### config.mk
export PLATFORM = sky130hd
export DESIGN_NAME = secuenciador_lecturas_mem
export DESIGN_NICKNAME = d
export VERILOG_FILES = /design/src/rtl/secuenciador_lecturas_mem_pkg.sv /design/src/rtl/FlipFlopD_Habilitado.sv /design/src/rtl/secuenciador_lecturas_mem_contador.sv /design/src/rtl/secuenciador_lecturas_mem.sv
export SDC_FILE = /design/constraint.sdc
export NUM_CORES = 1
export LEC_CHECK = 0
export BUFFER_PORTS_ARGS = -buffer_cell sky130_fd_sc_hd__clkbuf_2
export CAP_MARGIN = 15
export CORE_ASPECT_RATIO = 0.6
export CORE_MARGIN = 3
export CORE_UTILIZATION = 39
export DETAILED_ROUTE_END_ITERATION = 7
export PLACE_DENSITY = 0.61
export SYNTH_ARGS = -nofsm -noshare
export SYNTH_HDL_FRONTEND = slang
export SYNTH_SLANG_ARGS = --single-unit
### constraint.sdc
create_clock -name clk -period 4.18 [get_ports clk]
set_input_delay 1.254 -clock clk [delete_from_list [all_inputs] [get_ports clk]]
set_output_delay 1.254 -clock clk [all_outputs]
set_load 0.05 [all_outputs]
### src/rtl/secuenciador_lecturas_mem_pkg.sv
// Shared types for the memory read sequencer.
// Holds the FSM state encoding and a clog2 helper for counter widths.
package secuenciador_lecturas_mem_pkg;

  typedef enum logic [2:0] {
    REPOSO  = 3'd0,
    CARGA   = 3'd1,
    LECTURA = 3'd2,
    DRENAJE = 3'd3,
    FIN     = 3'd4
  } estado_t;

  function automatic int clog2(input int v);
    int r;
    r = 0;
    while ((1 << r) < v) r++;
    return r;
  endfunction

endpackage

### src/rtl/FlipFlopD_Habilitado.sv
// Enabled D register with synchronous active-high reset.
// Ports: clk, reset, habilitado (load enable), d -> q.
module FlipFlopD_Habilitado #(
  parameter int ANCHO = 1
) (
  input  logic             clk,
  input  logic             reset,
  input  logic             habilitado,
  input  logic [ANCHO-1:0] d,
  output logic [ANCHO-1:0] q
);

  always_ff @(posedge clk) begin
    if (reset) q <= '0;
    else if (habilitado) q <= d;
  end

endmodule

### src/rtl/secuenciador_lecturas_mem_contador.sv
// contador_pendientes: up/down count of reads accepted but not returned.
// Ports: clk, reset, incrementar, decrementar -> lleno (at MAXIMO), vacio.
module contador_pendientes
  import secuenciador_lecturas_mem_pkg::*;
#(
  parameter int MAXIMO = 4,
  parameter int W      = clog2(MAXIMO + 1)
) (
  input  logic clk,
  input  logic reset,
  input  logic incrementar,
  input  logic decrementar,
  output logic lleno,
  output logic vacio
);

  logic [W-1:0] cuenta_q;

  assign lleno = (cuenta_q == W'(MAXIMO));
  assign vacio = (cuenta_q == '0);

  // Accept and return in the same cycle cancel out.
  always_ff @(posedge clk) begin
    if (reset) begin
      cuenta_q <= '0;
    end else if (incrementar && !decrementar && !lleno) begin
      cuenta_q <= cuenta_q + 1'b1;
    end else if (decrementar && !incrementar && !vacio) begin
      cuenta_q <= cuenta_q - 1'b1;
    end
  end

endmodule

### src/rtl/secuenciador_lecturas_mem.sv
// Read sequencer: issues word reads from memory and fills line buffers
// round-robin. Ports: start/config in, memory read port (mem_*), line
// buffer write port (buffer_*), ocupado/terminado status.
// Optional SECUENCIADOR_ABORTO_EN adds input abortar (early stop).
module secuenciador_lecturas_mem
  import secuenciador_lecturas_mem_pkg::*;
#(
  parameter int BITS_BUS_DATOS_INSTR = 21,
  parameter int BITS_BUFFERS_IMAGEN  = 3,
  parameter int BITS_DATOS_MEM       = 32,
  parameter int PALABRAS_POR_BUFFER  = 128,
  parameter int MAX_PENDIENTES       = 4
) (
  input  logic                            clk,
  input  logic                            reset,
  input  logic                            inicio,
`ifdef SECUENCIADOR_ABORTO_EN
  input  logic                            abortar,
`endif
  input  logic [BITS_BUS_DATOS_INSTR-1:0] direccion_mem_inicio_imagen,
  input  logic [BITS_BUS_DATOS_INSTR-1:0] cantidad_lecturas_mem,
  input  logic [BITS_BUFFERS_IMAGEN-1:0]  cantidad_buffers_internos,
  output logic [BITS_BUS_DATOS_INSTR-1:0] mem_direccion,
  output logic                            mem_lectura,
  input  logic                            mem_espera,
  input  logic                            mem_dato_valido,
  input  logic [BITS_DATOS_MEM-1:0]       mem_dato,
  input  logic                            buffer_listo,
  output logic                            buffer_escritura,
  output logic [BITS_DATOS_MEM-1:0]       buffer_dato,
  output logic [BITS_BUFFERS_IMAGEN-1:0]  buffer_indice,
  output logic                            ocupado,
  output logic                            terminado
);

  localparam int BD = BITS_BUS_DATOS_INSTR;
  localparam int BB = BITS_BUFFERS_IMAGEN;
  localparam int AP0 = clog2(PALABRAS_POR_BUFFER);
  localparam int AP = (AP0 < 1) ? 1 : AP0;

  estado_t estado_q;
  logic [BD-1:0] cfg_dir, cfg_cant, enviados_q;
  logic [BB-1:0] cfg_buf, ultimo_buf, indice_q;
  logic [AP-1:0] palabra_q;
  logic [BITS_DATOS_MEM-1:0] dato_q;
  logic escritura_q, retenido_q;
  logic en_carga, acepta, ultimo, recibe;
  logic lleno, vacio, parar, corta;

  assign en_carga = (estado_q == CARGA);

  FlipFlopD_Habilitado #(.ANCHO(BD)) u_cfg_dir (
    .clk(clk), .reset(reset), .habilitado(en_carga),
    .d(direccion_mem_inicio_imagen), .q(cfg_dir)
  );

  FlipFlopD_Habilitado #(.ANCHO(BD)) u_cfg_cant (
    .clk(clk), .reset(reset), .habilitado(en_carga),
    .d(cantidad_lecturas_mem), .q(cfg_cant)
  );

  FlipFlopD_Habilitado #(.ANCHO(BB)) u_cfg_buf (
    .clk(clk), .reset(reset), .habilitado(en_carga),
    .d(cantidad_buffers_internos), .q(cfg_buf)
  );

  contador_pendientes #(.MAXIMO(MAX_PENDIENTES)) u_pend (
    .clk(clk), .reset(reset),
    .incrementar(acepta), .decrementar(recibe),
    .lleno(lleno), .vacio(vacio)
  );

  // A count of zero buffers behaves as a single buffer.
  assign ultimo_buf = (cfg_buf == '0) ? '0 : cfg_buf - 1'b1;

  // retenido_q keeps a stalled request up regardless of buffer_listo.
  assign mem_lectura = (estado_q == LECTURA) &&
    (retenido_q || (!lleno && buffer_listo && !parar));
  assign mem_direccion = cfg_dir + enviados_q;
  assign acepta = mem_lectura && !mem_espera;
  assign ultimo = acepta && (enviados_q == cfg_cant - 1'b1);
  assign recibe = mem_dato_valido && (estado_q != REPOSO);

`ifdef SECUENCIADOR_ABORTO_EN
  logic aborto_q;
  assign parar = aborto_q;
  // A stalled request must still complete before draining.
  assign corta = (abortar || aborto_q) &&
    !(mem_lectura && mem_espera);
`else
  assign parar = 1'b0;
  assign corta = 1'b0;
`endif

  assign buffer_escritura = escritura_q;
  assign buffer_dato      = dato_q;
  assign buffer_indice    = indice_q;
  assign ocupado          = (estado_q != REPOSO);
  assign terminado        = (estado_q == FIN);

  always_ff @(posedge clk) begin
    if (reset) begin
      estado_q    <= REPOSO;
      enviados_q  <= '0;
      retenido_q  <= 1'b0;
      escritura_q <= 1'b0;
      dato_q      <= '0;
      indice_q    <= '0;
      palabra_q   <= '0;
`ifdef SECUENCIADOR_ABORTO_EN
      aborto_q    <= 1'b0;
`endif
    end else begin
      retenido_q  <= mem_lectura && mem_espera;
      escritura_q <= recibe;
      if (recibe) dato_q <= mem_dato;

      if (en_carga) begin
        palabra_q <= '0;
        indice_q  <= '0;
      end else if (escritura_q) begin
        if (palabra_q == AP'(PALABRAS_POR_BUFFER - 1)) begin
          palabra_q <= '0;
          indice_q  <= (indice_q == ultimo_buf) ?
                       '0 : indice_q + 1'b1;
        end else begin
          palabra_q <= palabra_q + 1'b1;
        end
      end

      case (estado_q)
        REPOSO: begin
          if (inicio) estado_q <= CARGA;
        end
        CARGA: begin
          enviados_q <= '0;
`ifdef SECUENCIADOR_ABORTO_EN
          aborto_q   <= 1'b0;
`endif
          estado_q <= (cantidad_lecturas_mem == '0) ?
                      FIN : LECTURA;
        end
        LECTURA: begin
          if (acepta) enviados_q <= enviados_q + 1'b1;
`ifdef SECUENCIADOR_ABORTO_EN
          if (abortar) aborto_q <= 1'b1;
`endif
          if (ultimo || corta) estado_q <= DRENAJE;
        end
        DRENAJE: begin
          if (vacio) estado_q <= FIN;
        end
        FIN: begin
          estado_q <= REPOSO;
        end
        default: estado_q <= REPOSO;
      endcase
    end
  end

endmodule

==> impl_metrics.tcl, run 1 <==
set metrics [dict create \
    comb_power_share_pct 21.0 \
    wirelength_mm 16.9 \
    fmax_ghz 0.243 \
    min_to "buffer_dato[8]" \
    synth_nets 909 \
    worstHoldStart "buffer_dato[8]" \
    vias 5887 \
    synth_top_family_by_area "simple AND/OR/NAND/NOR gates" \
    drive_above_1_share_pct 23.3 \
    postRouteAntennaNets 0 \
    clk_latency_ns 0.42 \
    fin_skew_ns 0.0120 \
    reg2reg_depth 9 \
    p_int_mw 2.44 \
    power_leakage_nw 3.31 \
    synth-simple-area-share_pct 25.5 \
    crit_top_cell "a31oi_4" \
    setup_viol 0 \
    grt_busiest_layer "met1" \
    fillers 1521 \
    grt_use_met2_pct 24.1 \
    min_path_type "flip-flop to flip-flop" \
    worstSetupStartpointType "flip-flop" \
    use_met1_pct 31.3 \
    power_density_mw_per_mm2 451 \
    relSlewSlack_pct 39.0 \
    area_delta_synth_final_pct 27.6 \
    grt_use_met3_pct 5.07 \
    post-route-period-util_pct 98.4 \
    mostFrequentLayoutCell "nand2_1" \
    port_buffers 142 \
    netlist_area_mm2 0.00620 \
    num_io_pins 143 \
    period_needed_ns 4.11 \
    cp_max_fo 3 \
    crit_required_ns 2.93 \
    synth-edff-count 0 \
    crit_path_end_kind "output port" \
    die_x_um 169 \
    crit_chain "ha_4 > inv_2 > fa_2 > nor2b_2 > o31a_1 > a31oi_4 > a311o_1 > a31oi_4 > nor4_2 > nor3_2 > clkbuf_16" \
    critPathSlowestCell "a311o_1" \
    dp_hpwl_mm 12.5 \
    final_hold_viol_count 0 \
    synth_top_area_cell "dfxtp_1" \
    finalWeightedCongestion 0.894 \
    worstPathArrival_ns 2.86 \
    hold_depth 2 \
    holdWs_ns 0.452 \
    worst_pin_slew_ns 0.914 \
    synth_top_cell_area_share_pct 37.5 \
    n_antenna_cell 0 \
    ys_async_sr_fraction_pct 0 \
    die_h_um 104 \
    drc 0 \
    synth_area_per_cell_um2 7.77 \
    clk_pin_slew_ns 0.06 \
    dr.first_iter.drc_count 464 \
    yosysWarnings 0 \
    r2r_slack_ns 1.18 \
    ys_types 60 \
    syn_inst 798 \
    critPathTopFamily "compound AO/OA/AOI/OAI gates" \
    clock-sinks 116 \
    track_usage_pct 19.1 \
    path_class "flip-flop to output port" \
    r2r_start "u_cfg_cant.q[0]" \
    fin_cells 1152 \
    report.final.slew_viol_count 0 \
    synth_compound_area_share_pct 16.9 \
    p_total_mw 3.57 \
    synthAdderAreaFrac_pct 5.90 \
    outcome "finished clean" \
    cts_root_buffer "clkbuf_16" \
    htree_levels 4 \
    grt_max_degree 61 \
    crit_buf_inv 2 \
    overflow 0 \
    antenna_found_initial 0 \
    ir_drop_mv 0.226 \
    grt_pass1_vias 5232 \
    dieArea_mm2 0.0175 \
    cts.path.max_buffers 2 \
    wire_per_inst_um 14.7 \
    drtPass1Iterations 5 \
    p_clk_share_pct 44.0 \
    grt_pass1_wl_mm 27.3 \
    synth_seq_area_share_pct 37.5 \
    cpPeakStageDelay_ns 0.41 \
    holdBufCountCts 0 \
    seqPwrFrac_pct 35.1 \
    yosys_register_bits 116 \
    rsz0062_at_grt "yes" \
    coreArea_mm2 0.0155 \
    max_cap_violations 0 \
    fin_nets 1047 \
    cts_buffers 17 \
    final_cell_mix "nand2_1 (179), clkbuf_2 (135), dfxtp_1 (112)" \
    synth_ff_type "dfxtp_1" \
    switching_power_mw 1.12 \
    cts_tree "built" \
    crit_start "enviados_q[0]" \
    start_util_pct 40.1 \
    vias_per_cell 5.11 \
    synthMuxAreaShare_pct 0.666 \
    placementRows 35 \
    sw_frac_of_total_pct 31.5 \
    synthTopCellsByArea "dfxtp_1 (37%), nand2_1 (11%), a21oi_1 (8.5%)" \
    synth_xor_xnor_area_share_pct 9.89 \
    dp_cells 1115 \
    r2r_end "estado_q[2]" \
]
[sequential cells by signal, indices dropped and copies added (netlist names)]
register	flops
enviados_q	21
palabra_q	7
u_cfg_buf.q	3
retenido_q	1
buffer_dato	32
buffer_indice	3
u_cfg_cant.q	21
buffer_escritura	1
estado_q	3
u_cfg_dir.q	21
u_pend.cuenta_q	3
[power by group through the flow]
stage | Sequential, mW | Combinational (mW) | Clock (mW)
after global placement | 1.27 | 0.740 | 0
after CTS | 1.25 | 0.747 | 1.60
final | 1.25 | 0.748 | 1.57
after global routing | 1.26 | 0.826 | 1.65
after detailed placement | 1.27 | 0.742 | 0
after floorplan | 1.34 | 0.482 | 0
[timing repair]
action	4_1_cts	5_1_grt
setup buffers	3	2
pin swaps	7	7
endpoints found under the setup margin	7	9
gates resized for setup	16	18
[worst reg2reg max path: stages, from the launching register on]
cell	delay, ns
dfxtp_1	0.36
inv_1	0.07
ha_1	0.19
or3b_1	0.45
or3_1	0.39
a2111oi_2	0.36
o21ai_1	0.13
a2111oi_2	0.36
nand4_1	0.21
a2111oi_2	0.38
[cell type report]
class	count	area [um2]	share of cell area (%)
multi-input cells	624	3760	47.6
clock inverters	14	199	2.52
flip-flops and latches	116	2330	29.4
inverters	21	78.8	0.997
well taps	203	254	3.21
clock buffers	18	439	5.55
repair buffers	156	846	10.7
[stage by stage]
stage | util [%] | cell area, um2 | setup TNS [ns] | setup slack [ns]
after global placement | 46.0 | 7110 | 0 | 0.247
after floorplan | - | 6200 | 0 | 0.108
after detailed placement | 46.0 | 7110 | 0 | 0.188
after global routing | 51.2 | 7910 | -0.0754 | -0.0754
after CTS | 50.7 | 7840 | -0.0670 | -0.0670
final | 51.2 | 7910 | 0 | 0.0686
[logic make-up (layout without fill, tap and decap cells)]
kind of cell / count (synthesis) / in the layout
and+or+nand+nor: 345 / 345
AOI/OAI and AO/OA: 177 / 177
DFF: 116 / 116
xor gates and xnor gates: 70 / 70
buffers and inverters: 58 / 209
adders and majority gates: 28 / 28
muxes: 4 / 4
[routing by layer]
layer  wire length, um  vias up
li1                  -     3035
met1              9340     2669
met2              6340      177
met3              1170        6
met4                71        0
met5                 0        -
[synthesized netlist by cell type (all sizes together), types with 2 or more instances]
master,count
and2,6
fa,2
and3,3
clkbuf,29
nor3b,3
nor4,13
dfxtp,116
or3b,2
a211o,2
a21oi,105
nand2b,6
a211oi,3
o31a,2
a21o,7
a2111oi,5
ha,26
nor3,16
or2,2
o211a,2
o21a,2
a31oi,6
nand3,13
mux2i,3
nand4,16
nand2,179
and4,3
xor2,30
xnor2,40
nor2,60
o31ai,4
inv,21
or4,3
o311ai,2
o211ai,6
nor2b,3
nor4b,3
or3,11
o21bai,2
o21ai,22
buf,8
[worst max-delay path by stage]
| stage | to | slack (ns) | depth (start not counted) |
|---|---|---|---|
| after floorplan | mem_direccion[16] | 0.11 | 10 |
| after global placement | mem_direccion[20] | 0.25 | 11 |
| after detailed placement | mem_direccion[20] | 0.19 | 11 |
| after CTS | mem_direccion[20] | -0.07 | 11 |
| after global routing | mem_direccion[20] | -0.08 | 11 |
| final | mem_direccion[20] | 0.07 | 11 |
No activity file was read; power rests on OpenSTA's default activity.
==> run 2, diff against run 1 <==
--- a/config.mk
+++ b/config.mk
@@ -10,8 +10,10 @@
 export CORE_ASPECT_RATIO = 0.6
 export CORE_MARGIN = 3
 export CORE_UTILIZATION = 39
+export CTS_BUF_LIST = sky130_fd_sc_hd__clkbuf_16
 export DETAILED_ROUTE_END_ITERATION = 7
 export PLACE_DENSITY = 0.61
+export RECOVER_POWER = 100
 export SYNTH_ARGS = -nofsm -noshare
 export SYNTH_HDL_FRONTEND = slang
 export SYNTH_SLANG_ARGS = --single-unit
==> run 2 against run 1 <==
  * The flow now finishes with violations (max-capacitance violations, max-slew violations)
  * Global-route usage unchanged
  * First-iteration DRC count up 8.4%
  * Clock power about the same
  * Non-clock buffer count unchanged
  * Register-to-register slack worse by 0.30 ns
  * Setup slack worse by 0.0018 ns
  * Power down 0.86%
  * Wire length up 0.47%
  * Clock skew down 0.00093 ns
  * Sequential share of layout area up 0.37 points
  * Count of clock-buffer cells in the layout down 1
  * Final cell count unchanged
  * Largest power group unchanged
==> impl_metrics.tcl, run 2 (same netlist as run 1, synthesis figures left out) <==
set metrics [dict create \
    outcome "finished with violations" \
    violations "max-capacitance violations, max-slew violations" \
    port_buffers 142 \
    power_leakage_nw 3.12 \
    crit_required_ns 2.93 \
    power_density_mw_per_mm2 453 \
    dieArea_mm2 0.0175 \
    largest_reg_flops 32 \
    min_path_type "flip-flop to flip-flop" \
    final_hold_viol_count 0 \
    relSlewSlack_pct -15.1 \
    drive_above_1_share_pct 17.4 \
    area_delta_synth_final_pct 26.0 \
    critPathTopFamily "compound AO/OA/AOI/OAI gates" \
    period_needed_ns 4.11 \
    track_usage_pct 19.1 \
    htree_levels 4 \
    wirelength_mm 17.0 \
    r2r_slack_ns 0.88 \
    dp_hpwl_mm 12.5 \
    dr.first_iter.drc_count 503 \
    reg2reg_depth 8 \
    worst_pin_slew_ns 1.73 \
    drc 0 \
    min_to "buffer_dato[8]" \
    clk_pin_slew_ns 0.06 \
    die_h_um 104 \
    cts_buffers 17 \
    cpPeakStageDelay_ns 0.41 \
    clk_latency_ns 0.42 \
    wire_per_inst_um 14.8 \
    drtPass1Iterations 5 \
    comb_power_share_pct 20.8 \
    finalWeightedCongestion 0.894 \
    grt_max_degree 61 \
    n_antenna_cell 0 \
    coreArea_mm2 0.0155 \
    p_total_mw 3.54 \
    p_int_mw 2.42 \
    vias 5909 \
    post-route-period-util_pct 98.4 \
    placementRows 35 \
    start_util_pct 40.1 \
    fin_nets 1047 \
    overflow 0 \
    num_io_pins 143 \
    vias_per_cell 5.13 \
    fmax_ghz 0.243 \
    seqPwrFrac_pct 35.3 \
    report.final.slew_viol_count 78 \
    r2r_end "buffer_indice[2]" \
    final_cell_mix "nand2_1 (179), dfxtp_1 (112), a21oi_1 (105)" \
    fillers 1565 \
    critPathSlowestCell "a311o_1" \
    fin_skew_ns 0.0111 \
    worstPathArrival_ns 2.86 \
    worstHoldStart "buffer_dato[8]" \
    crit_path_end_kind "output port" \
    worstSetupStartpointType "flip-flop" \
    crit_buf_inv 2 \
    clock-sinks 116 \
    grt_pass1_vias 5232 \
    rsz0062_at_grt "yes" \
    holdWs_ns 0.452 \
    switching_power_mw 1.12 \
    cts.path.max_buffers 2 \
    path_class "flip-flop to output port" \
    hold_depth 2 \
    sw_frac_of_total_pct 31.7 \
    cts_root_buffer "clkbuf_16" \
    p_clk_share_pct 43.9 \
    mostFrequentLayoutCell "nand2_1" \
    max_cap_violations 2 \
    ir_drop_mv 0.226 \
    crit_top_cell "a31oi_4" \
    cts_tree "built" \
    cp_max_fo 3 \
    grt_pass1_wl_mm 27.3 \
    r2r_start "estado_q[0]" \
    postRouteAntennaNets 0 \
    crit_chain "ha_4 > inv_2 > fa_2 > nor2b_2 > o31a_1 > a31oi_4 > a311o_1 > a31oi_4 > nor4_2 > nor3_2 > clkbuf_16" \
    antenna_found_initial 0 \
    die_x_um 169 \
    setup_viol 0 \
]
==> run 2: layout make-up <==
class / instances / area, um2 / area share (%)
timing repair buffer: 156 / 772 / 9.88
clock buffer: 17 / 425 / 5.45
sequential: 116 / 2330 / 29.8
inverter: 21 / 78.8 / 1.01
multi-input combinational: 624 / 3750 / 48.0
clock inverter: 15 / 203 / 2.60
tap: 203 / 254 / 3.25
==> run 2: power groups by stage <==
stage,combinational [mW],sequential [mW],clock (mW)
6_report,0.735,1.25,1.55
5_1_grt,0.813,1.26,1.63
4_1_cts,0.747,1.25,1.58
3_5_place_dp,0.742,1.27,0
3_3_place_gp,0.740,1.27,0
2_1_floorplan,0.482,1.34,0
==> run 2: worst max path at each step <==
| stage | endpoint | depth (start not counted) | startpoint | slack [ns] |
|---|---|---|---|---|
| final | mem_direccion[20] | 11 | enviados_q[0] | 0.07 |
| after global routing | mem_direccion[20] | 11 | enviados_q[0] | -0.08 |
| after CTS | mem_direccion[20] | 11 | enviados_q[0] | -0.07 |
| after detailed placement | mem_direccion[20] | 11 | enviados_q[0] | 0.19 |
| after global placement | mem_direccion[20] | 11 | u_cfg_dir.q[0] | 0.25 |
| after floorplan | mem_direccion[16] | 10 | enviados_q[0] | 0.11 |
==> run 2: repair_timing <==
item,4_1_cts,5_1_grt
resized for setup,16,18
pin swaps,7,7
setup buffers,3,2
endpoints found under the setup margin,7,9
hold buffers,0,0
==> run 2: worst min-delay path, stage by stage, from the launching register on <==
cell	delay (ns)
dfxtp_1	0.30
nand2_1	0.05
a21oi_1	0.05
==> run 2: metal layers <==
layer | track usage (%) | share of wire, %
met1 | 31.3 | 55
met5 | 0 | 0
met3 | 5.07 | 6.5
met2 | 24.1 | 37
met4 | 4.20 | 0.67
==> run 2: metrics by stage <==
stage	worst slack [ns]	instance area [um2]	cells	setup TNS (ns)	util (%)
floorplan	0.108	6200	798	0	-
global placement	0.247	7110	1115	0	46.0
detailed placement	0.188	7110	1115	0	46.0
CTS	-0.0670	7830	1150	-0.0670	50.7
global route	-0.0754	7810	1152	-0.0754	50.5
finish	0.0668	7810	1152	0	50.5
==> run 3, diff against run 2 <==
--- a/config.mk
+++ b/config.mk
@@ -7,12 +7,11 @@
 export LEC_CHECK = 0
 export BUFFER_PORTS_ARGS = -buffer_cell sky130_fd_sc_hd__clkbuf_2
 export CAP_MARGIN = 15
-export CORE_ASPECT_RATIO = 0.6
 export CORE_MARGIN = 3
 export CORE_UTILIZATION = 39
 export CTS_BUF_LIST = sky130_fd_sc_hd__clkbuf_16
 export DETAILED_ROUTE_END_ITERATION = 7
-export PLACE_DENSITY = 0.61
+export PLACE_DENSITY = 0.63
 export RECOVER_POWER = 100
 export SYNTH_ARGS = -nofsm -noshare
 export SYNTH_HDL_FRONTEND = slang
==> constraint.sdc (replaced) <==
create_clock -name clk -period 3.5 [get_ports clk]
set_input_delay 1.05 -clock clk [delete_from_list [all_inputs] [get_ports clk]]
set_output_delay 1.05 -clock clk [all_outputs]
set_load 0.05 [all_outputs]
==> run 3 against run 2 <==
  * The flow finishes with violations (max-capacitance violations, max-slew violations, negative setup slack)
  * Non-clock buffer count increased by 22
  * Clock skew increased by 0.00098 ns
  * Register-to-register slack got worse by 0.54 ns
  * Hold slack improved by 0.0011 ns
  * Combinational power up 26%
  * Sequential power is 19% higher
  * Global-route usage is 0.10 points higher
  * Wire length decreased by 3.1%
  * Count of clock-buffer cells in the layout unchanged
  * Sequential share of layout area fell by 1.6 points
  * Highest routed layer unchanged
==> impl_metrics.tcl, run 3 (same netlist as run 1, synthesis figures left out) <==
set metrics [dict create \
    outcome "finished with violations" \
    violations "max-capacitance violations, max-slew violations, negative setup slack" \
    worstPathArrival_ns 2.84 \
    postPlaceCellArea_mm2 0.00744 \
    fin_area_mm2 0.00829 \
    num_io_pins 143 \
    largest_reg_flops 32 \
    clk_latency_ns 0.42 \
    cp_max_fo 2 \
    final_hold_viol_count 0 \
    dr.first_iter.drc_count 314 \
    dieArea_mm2 0.0174 \
    cts.path.max_buffers 2 \
    cts_tree "built" \
    placementRows 45 \
    fin_ws_ns -0.386 \
    period_needed_ns 3.89 \
    die_x_um 132 \
    dp_hpwl_mm 11.8 \
    holdWs_ns 0.453 \
    relSlewSlack_pct -6.04 \
    vias_per_cell 5.08 \
    rsz0062_at_grt "yes" \
    cts_buffers 17 \
    wirelength_mm 16.5 \
    cp.depth 12 \
    place_ws_ns -0.0821 \
    critPathTopFamily "compound AO/OA/AOI/OAI gates" \
    r2r_start "u_cfg_cant.q[0]" \
    fillers 1473 \
    critPathSlowestCell "fa_2" \
    cts_root_buffer "clkbuf_16" \
    antenna_found_initial 0 \
    setup_viol 12 \
    port_buffers 142 \
    grt_pass1_wl_mm 27.6 \
    wire_per_inst_um 14.0 \
    crit_path_end_kind "output port" \
    crit_required_ns 2.45 \
    crit_end "mem_direccion[16]" \
    post-route-period-util_pct 111 \
    fin_skew_ns 0.0121 \
    clk_pin_slew_ns 0.05 \
    drtPass1Iterations 4 \
    vias 5998 \
    mostFrequentLayoutCell "nand2_1" \
    min_path_type "flip-flop to flip-flop" \
    crit_chain "ha_4 > inv_2 > fa_2 > nor2b_2 > o31a_1 > a31oi_2 > a311o_1 > buf_4 > nand2_4 > a31oi_2 > xnor2_2 > buf_12" \
    setup_tns_ns -2.13 \
    power_leakage_nw 3.30 \
    overflow 0 \
    r2r_slack_ns 0.34 \
    fin_nets 1069 \
    n_antenna_cell 0 \
    drc 0 \
    htree_levels 4 \
    final_cell_mix "nand2_1 (177), dfxtp_1 (106), a21oi_1 (99)" \
    worst_pin_slew_ns 1.58 \
    power_density_mw_per_mm2 478 \
    report.final.slew_viol_count 63 \
    area_delta_synth_final_pct 33.8 \
    r2r_end "estado_q[2]" \
    finalWeightedCongestion 0.833 \
    holdBufCountCts 0 \
    die_h_um 132 \
    worstSetupStartpointType "flip-flop" \
    coreArea_mm2 0.0154 \
    postRouteAntennaNets 0 \
    start_util_pct 40.3 \
    crit_top_cell "a31oi_2" \
    clock-sinks 116 \
    crit_start "enviados_q[0]" \
    path_class "flip-flop to output port" \
    drive_above_1_share_pct 23.1 \
    max_cap_violations 2 \
    ir_drop_mv 0.328 \
    track_usage_pct 19.2 \
    crit_buf_inv 3 \
    grt_pass1_vias 5770 \
    cpPeakStageDelay_ns 0.36 \
    grt_max_degree 57 \
    worstHoldStart "buffer_dato[8]" \
    fmax_ghz 0.257 \
    reg2reg_depth 7 \
]
-- run 3: cell types whose count changed in the layout (fill, tap and decap cells not counted), sizes merged --
cell and delta:
buf +27, clkbuf -5, clkinvlp -1, inv -2
clkinv +4, bufinv -3
-- run 3: tightest hold or removal path: stages (launching register included) --
cell and delay, ns:
dfxtp_1 0.30, nand2_1 0.05, a21oi_1 0.05
-- run 3: final cells by class --
type                    instances  area (um2)  share of cell area, %
clock buffers                  17         425                   5.13
clock inverters                13        96.3                   1.16
inverters                      21        78.8                  0.951
multi-input cells             624        4010                   48.4
flip-flops and latches        116        2340                   28.2
well taps                     211         264                   3.18
repair buffers                178        1080                   13.0
-- run 3: metrics by stage --
step           util, %  power (mW)  std cells
2_1_floorplan        -        2.18        798
3_3_place_gp      48.4        2.43       1144
3_5_place_dp      48.4        2.44       1144
4_1_cts           54.1        4.02       1179
5_1_grt           54.0        4.16       1180
6_report          54.0        3.96       1180
-- run 3: worst min-delay path by stage --
stage,end,slack (ns),cells after the start
finish,buffer_dato[8],0.45,2
global route,buffer_dato[0],0.46,2
floorplan,u_cfg_buf.q[1],0.44,2
detailed placement,buffer_dato[1],0.45,2
global placement,buffer_dato[25],0.44,2
CTS,buffer_dato[1],0.45,2
-- run 3: report_power, final --
group	total (mW)	internal, mW	switching (mW)
Clock	1.55	0.948	0.598
Combinational	0.929	0.328	0.601
Sequential	1.49	1.41	0.0824
Total	3.96	2.68	1.28
-- run 3: per-layer routing --
layer	track usage [%]	share of wire, %	up-vias
met1	22.9	43	2755
met2	32.2	48	146
met5	0	0	-
met3	6.41	6.9	18
li1	-	-	3079
met4	7.12	1.6	0
-- run 3: timing repair --
item / CTS / global route
resized for setup: 68 / 18
endpoints found under the setup margin: 13 / 14
pin swaps: 30 / 9
setup buffers: 5 / 2
